## src/rtl/fifo_word_packer.sv

```systemverilog
// Pops lanes from a synchronous FIFO and packs PACK_RATIO lanes into one word on a valid/ready output.
// Partial words go out on idle timeout or on a flush pulse. A full word costs one bubble cycle.
module fifo_word_packer #(
  parameter int DATA_WIDTH     = 8,
  parameter int PACK_RATIO     = 4,
  parameter int TIMEOUT_CYCLES = 16
) (
  input  logic                             clk,
  input  logic                             rst_n,
  input  logic                             fifo_empty,
  output logic                             fifo_rd_en,
  input  logic [DATA_WIDTH-1:0]            fifo_rd_data,
  input  logic                             flush,
  output logic                             m_valid,
  input  logic                             m_ready,
  output logic [DATA_WIDTH*PACK_RATIO-1:0] m_data,
  output logic [PACK_RATIO-1:0]            m_keep,
  output logic                             m_partial
);

  localparam int LW  = $clog2(PACK_RATIO + 1);
  localparam int IXW = $clog2(PACK_RATIO);
  localparam int IW  = (TIMEOUT_CYCLES > 0) ? $clog2(TIMEOUT_CYCLES + 1) : 1;
  localparam logic [LW-1:0] FULL_CNT = LW'(PACK_RATIO);
  localparam logic [IW-1:0] IDLE_MAX = IW'(TIMEOUT_CYCLES);

  typedef enum logic [1:0] {FILL, HOLD, FLUSH} state_t;

  state_t                                 state;
  logic [PACK_RATIO-1:0][DATA_WIDTH-1:0]  acc;
  logic [PACK_RATIO-1:0][DATA_WIDTH-1:0]  acc_cap;
  logic [LW-1:0]                          lane_cnt;
  logic [LW-1:0]                          lane_cap;
  logic                                   pend;
  logic                                   flush_req;
  logic [IW-1:0]                          idle_cnt;
  logic                                   slot_free;
  logic                                   word_done;
  logic                                   timeout_hit;
  logic                                   partial_go;
  logic [PACK_RATIO-1:0]                  keep_part;

  always_comb begin
    fifo_rd_en = rst_n && !fifo_empty && (state == FILL) && !flush_req &&
                 (((LW+1)'(lane_cnt) + (LW+1)'(pend)) < (LW+1)'(PACK_RATIO));
    acc_cap  = acc;
    lane_cap = lane_cnt;
    if (pend) begin
      acc_cap[lane_cnt[IXW-1:0]] = fifo_rd_data;
      lane_cap = lane_cnt + LW'(1);
    end
    word_done = pend && (lane_cap == FULL_CNT);
    slot_free = !m_valid || m_ready;
    // A pop issued on the timeout cycle is progress; flushing then would strand its data.
    timeout_hit = (TIMEOUT_CYCLES != 0) && (idle_cnt == IDLE_MAX) && !fifo_rd_en;
    partial_go  = (lane_cnt != '0) && !pend && (flush_req || timeout_hit);
    for (int i = 0; i < PACK_RATIO; i++) begin
      keep_part[i] = (LW'(i) < lane_cnt);
    end
  end

  always_ff @(posedge clk or negedge rst_n) begin
    if (!rst_n) begin
      state     <= FILL;
      acc       <= '0;
      lane_cnt  <= '0;
      pend      <= 1'b0;
      flush_req <= 1'b0;
      idle_cnt  <= '0;
      m_valid   <= 1'b0;
      m_data    <= '0;
      m_keep    <= '0;
      m_partial <= 1'b0;
    end else begin
      pend <= fifo_rd_en;
      if (m_valid && m_ready) m_valid <= 1'b0;
      if (flush) flush_req <= 1'b1;
      case (state)
        FILL: begin
          acc      <= acc_cap;
          lane_cnt <= lane_cap;
          if (pend || (lane_cnt == '0)) idle_cnt <= '0;
          else if (!fifo_rd_en && (idle_cnt != IDLE_MAX)) idle_cnt <= idle_cnt + IW'(1);
          if (word_done) begin
            flush_req <= 1'b0;
            if (slot_free) begin
              m_valid   <= 1'b1;
              m_data    <= acc_cap;
              m_keep    <= '1;
              m_partial <= 1'b0;
              lane_cnt  <= '0;
              acc       <= '0;
            end else begin
              state <= HOLD;
            end
          end else if (partial_go) begin
            state <= FLUSH;
          end else if (flush_req && (lane_cnt == '0) && !pend) begin
            flush_req <= 1'b0;
          end
        end
        HOLD: begin
          if (slot_free) begin
            m_valid   <= 1'b1;
            m_data    <= acc;
            m_keep    <= '1;
            m_partial <= 1'b0;
            lane_cnt  <= '0;
            acc       <= '0;
            state     <= FILL;
          end
        end
        FLUSH: begin
          if (slot_free) begin
            m_valid   <= 1'b1;
            m_data    <= acc;
            m_keep    <= keep_part;
            m_partial <= 1'b1;
            lane_cnt  <= '0;
            acc       <= '0;
            flush_req <= 1'b0;
            idle_cnt  <= '0;
            state     <= FILL;
          end
        end
        default: state <= FILL;
      endcase
    end
  end

endmodule

```

## config.mk

```make
export PLATFORM = sky130hd
export DESIGN_NAME = fifo_word_packer
export DESIGN_NICKNAME = d
export VERILOG_FILES = /design/src/rtl/fifo_word_packer.sv
export SDC_FILE = /design/constraint.sdc
export NUM_CORES = 1
export LEC_CHECK = 0
export CORE_ASPECT_RATIO = 0.6
export CORE_MARGIN = 2
export CORE_UTILIZATION = 50
export CTS_BUF_LIST = sky130_fd_sc_hd__clkbuf_8
export DETAILED_ROUTE_END_ITERATION = 7
export DONT_BUFFER_PORTS = 1
export HOLD_SLACK_MARGIN = 0.12
export PLACE_DENSITY = 0.71
export SLEW_MARGIN = 20
export SYNTH_ARGS = -nofsm -noshare
export SYNTH_HDL_FRONTEND = slang
export SYNTH_SLANG_ARGS = --single-unit
```

## constraint.sdc

```tcl
create_clock -name clk -period 2.4 [get_ports clk]
set_clock_uncertainty 0.1 [all_clocks]
set_input_delay 0.36 -clock clk [delete_from_list [all_inputs] [get_ports clk]]
set_output_delay 0.36 -clock clk [all_outputs]
set_load 0.05 [all_outputs]
```

==> metrics.yaml <==
switching_share_pct: 43.02
p_int_w: 0.003000
synth_seq_area_share_pct: 48.35
power.share.combinational_pct: 32.4
dp_cells: 476
status: "finished, final reports clean"
synth_top_family_by_area: "multiplexers"
regToRegEndpoint: "m_data[10]$_DFFE_PN0P_"
fin_crit_ns: 2.282
cts_tree: "built"
cts_inserted_buffers: 9
syn_inst: 372
worst-path-max-fanout: 21
place_hpwl_mm: 6.471
instances_no_fill: 507
die_y_um: 75.37
r2r-start: "lane_cnt[0]$_DFFE_PN0P_"
end_kind: "register"
first_global_vias: 2854
root_buffer: "clkbuf_8"
rsz0062_at_grt: "false"
synthAdderAreaFrac_pct: 2.948
hold_depth: 2
synth.distinct_cells: 48
p_clk_share_pct: 18.7
cp.arrival_ns: 2.43
critical_path_class: "register to register"
io_buffers: 0
start_util_pct: 52.79
synthXorXnorAreaFrac_pct: 0.8550
io_pins: 52
via_per_inst: 5.964
async_flop_share_pct: 100.0
max_slew_margin_pct: 59.57
drive_gt1_share_pct: 30.15
avgSynthCellArea_um2: 11.41
placed_cell_area_um2: 4424
wl_per_cell_um: 20.28
hold_violations: 0
dieArea_um2: 9265
setup_viol: 0
grt_pass1_wl_mm: 16.02
coreArea_um2: 8039
synthTopCellsByArea: "dfrtp_1, mux2_2, mux2i_1"
r2r_setup_slack_ns: 0.12
synthesis.nets: 395
clock_latency_ns: 0.36
fin_area_um2: 4802
crit_path_start_kind: "register"
wirelength_mm: 10.28
p_sw_w: 0.002265
p_leak_nw: 2.368
synthMuxAreaShare_pct: 23.91
ant_nets: 0
synth.largest_area_cell: "dfrtp_1"
fin_crit_sh_pct: 95.10
htreeDepth: 3
synth_edf_count: 0
hold_path_class: "primary input to register"
yosysWarnings: 0
grt_max_degree: 83
syn_area_um2: 4244
max_freq_mhz: 438.2
clock-sinks: 82
place.gp.congestion: 0.8709
reg2reg_depth: 6
cp.required_ns: 2.54
drv_slew: 0
p_seq_share_pct: 49.0
rows: 25
yosysMostFrequentCell: "dfrtp_1"
yosysTopAreaCellShare_pct: 48.35
grt-ovfl-total: 0
maxCapViolations: 0
ir_drop_v: 0.0003408
routed-via-count: 3024
power_density_nw_per_um2: 1096
ys.flop_type: "dfrtp_1"
synthSimpleGateAreaFrac_pct: 9.051
drt_iter0_markers: 260
path_clk_slew_ns: 0.09
worst_slew_pin_slew_ns: 0.6042
final_nets: 416
synthToLayoutAreaGrowth_pct: 13.15
whs_endpoint: "acc[4]$_DFFE_PN0P_"
synth_compound_area_share_pct: 11.47
fin_tns_setup_ns: 0
hp-start: "fifo_rd_data[4]"
post-route-drc-count: 0
clockBufferDepth: 2
synth.top_cells.by_count: "dfrtp_1, mux2_2, nand2_1"
grt_usage_pct: 23.71
ys_ff_latch: 82
die_x_um: 122.9
antenna_found_initial: 0
dr.pass1.iters: 4
[cell type report]
type	count	area, µm²
sequential	82	2054
multi-input combinational	255	2100
clock buffer	9	123.9
tap	108	135.1
timing repair buffer	29	265.3
inverter	16	60.06
antenna	1	2.502
fill	635	3237
clock inverter	7	61.31
[state kept, by name (all words and copies together) (netlist names)]
register   flops
pend           1
idle_cnt       5
m_valid        1
m_keep         4
state          2
flush_req      1
m_data        32
lane_cnt       3
acc           32
m_partial      1
[power groups by stage]
stage               Sequential, W  Combinational (W)  Clock, W
floorplan                 0.00254            0.00119         0
global placement          0.00257            0.00154         0
detailed placement        0.00260            0.00158         0
CTS                       0.00257            0.00165   0.00100
global route              0.00263            0.00186   0.00107
finish                    0.00258            0.00170  0.000983
[cells in the final DEF, fill, tap and decap left out, types with 2 or more instances in the layout]
cell,Yosys,layout
dfrtp_1,82,80
mux2_2,67,67
nand2_1,37,35
o21ai_0,27,27
mux2i_1,26,26
buf_4,2,17
inv_1,16,15
dlygate4sd3_1,0,11
nor2_1,10,10
a21oi_1,10,10
clkbuf_8,0,9
a32o_1,8,8
ha_1,10,8
nand2b_1,5,5
nand3_1,5,5
nand2_2,2,4
a21o_1,4,4
clkinv_2,0,4
nor2b_1,4,3
o22ai_1,3,3
a31oi_1,3,3
inv_2,0,2
o311ai_0,2,2
o31a_1,2,2
o2111ai_1,2,2
nand4_1,2,2
or3_1,2,2
or2_2,2,2
a221oi_1,2,2
o211ai_1,2,2
ha_4,0,2
dfrtp_2,0,2
[kinds of logic after synthesis]
group                      count (synthesis)
muxes                                     93
buffers and inverters                     35
DFF                                       82
AOI/OAI and AO/OA                         73
and+or+nand+nor                           77
xor gates and xnor gates                   2
adders and majority gates                 10
[per-layer routing]
layer,vias up,wire (µm),GRT usage (%)
met5,-,0,0
met4,0,96,7.024
met3,11,763,8.608
met2,84,4216,31.25
met1,1551,5208,36.04
li1,1378,-,-
[repair_timing]
item                       CTS  global route
gates cloned                 0             0
pin swaps                    0             2
hold buffers                11             1
hold endpoints to repair   110             1
setup buffers                0             2
setup endpoints to repair    2            54
gates resized for setup      3             8
[metrics by stage]
step / hold WS, ns / total power (W) / setup slack [ns] / utilization [%]
CTS: 0.1204 / 0.005222 / 0.03696 / 59.04
global placement: -0.03357 / 0.004108 / 0.09269 / 55.04
floorplan: -0.03559 / 0.003728 / 0.02345 / -
detailed placement: -0.03368 / 0.004177 / 0.01632 / 55.04
finish: 0.1288 / 0.005265 / 0.1177 / 59.74
global route: 0.1209 / 0.005559 / 0.0002782 / 59.70
[worst max-delay path, cell delays in order, from the launching register on]
cell and delay (ns):
dfrtp_2 0.47, ha_1 0.36, xor2_4 0.23, nand3_1 0.17, a21o_1 0.16, buf_4 0.29, mux2_2 0.39
[how the worst max path moves through the flow]
stage | end | slack [ns] | cells after the start | startpoint
2_1_floorplan | m_keep[0]$_DFFE_PN0P_ | 0.02 | 5 | lane_cnt[0]$_DFFE_PN0P_
3_3_place_gp | acc[27]$_DFFE_PN0P_ | 0.09 | 6 | state[1]$_DFFE_PN0P_
3_5_place_dp | acc[27]$_DFFE_PN0P_ | 0.02 | 6 | state[1]$_DFFE_PN0P_
4_1_cts | m_data[23]$_DFFE_PN0P_ | 0.04 | 6 | state[1]$_DFFE_PN0P_
5_1_grt | m_keep[0]$_DFFE_PN0P_ | 0.0003 | 6 | lane_cnt[1]$_DFFE_PN0P_
6_report | m_data[10]$_DFFE_PN0P_ | 0.12 | 6 | lane_cnt[0]$_DFFE_PN0P_
No activity file was read; power rests on OpenSTA's default activity.
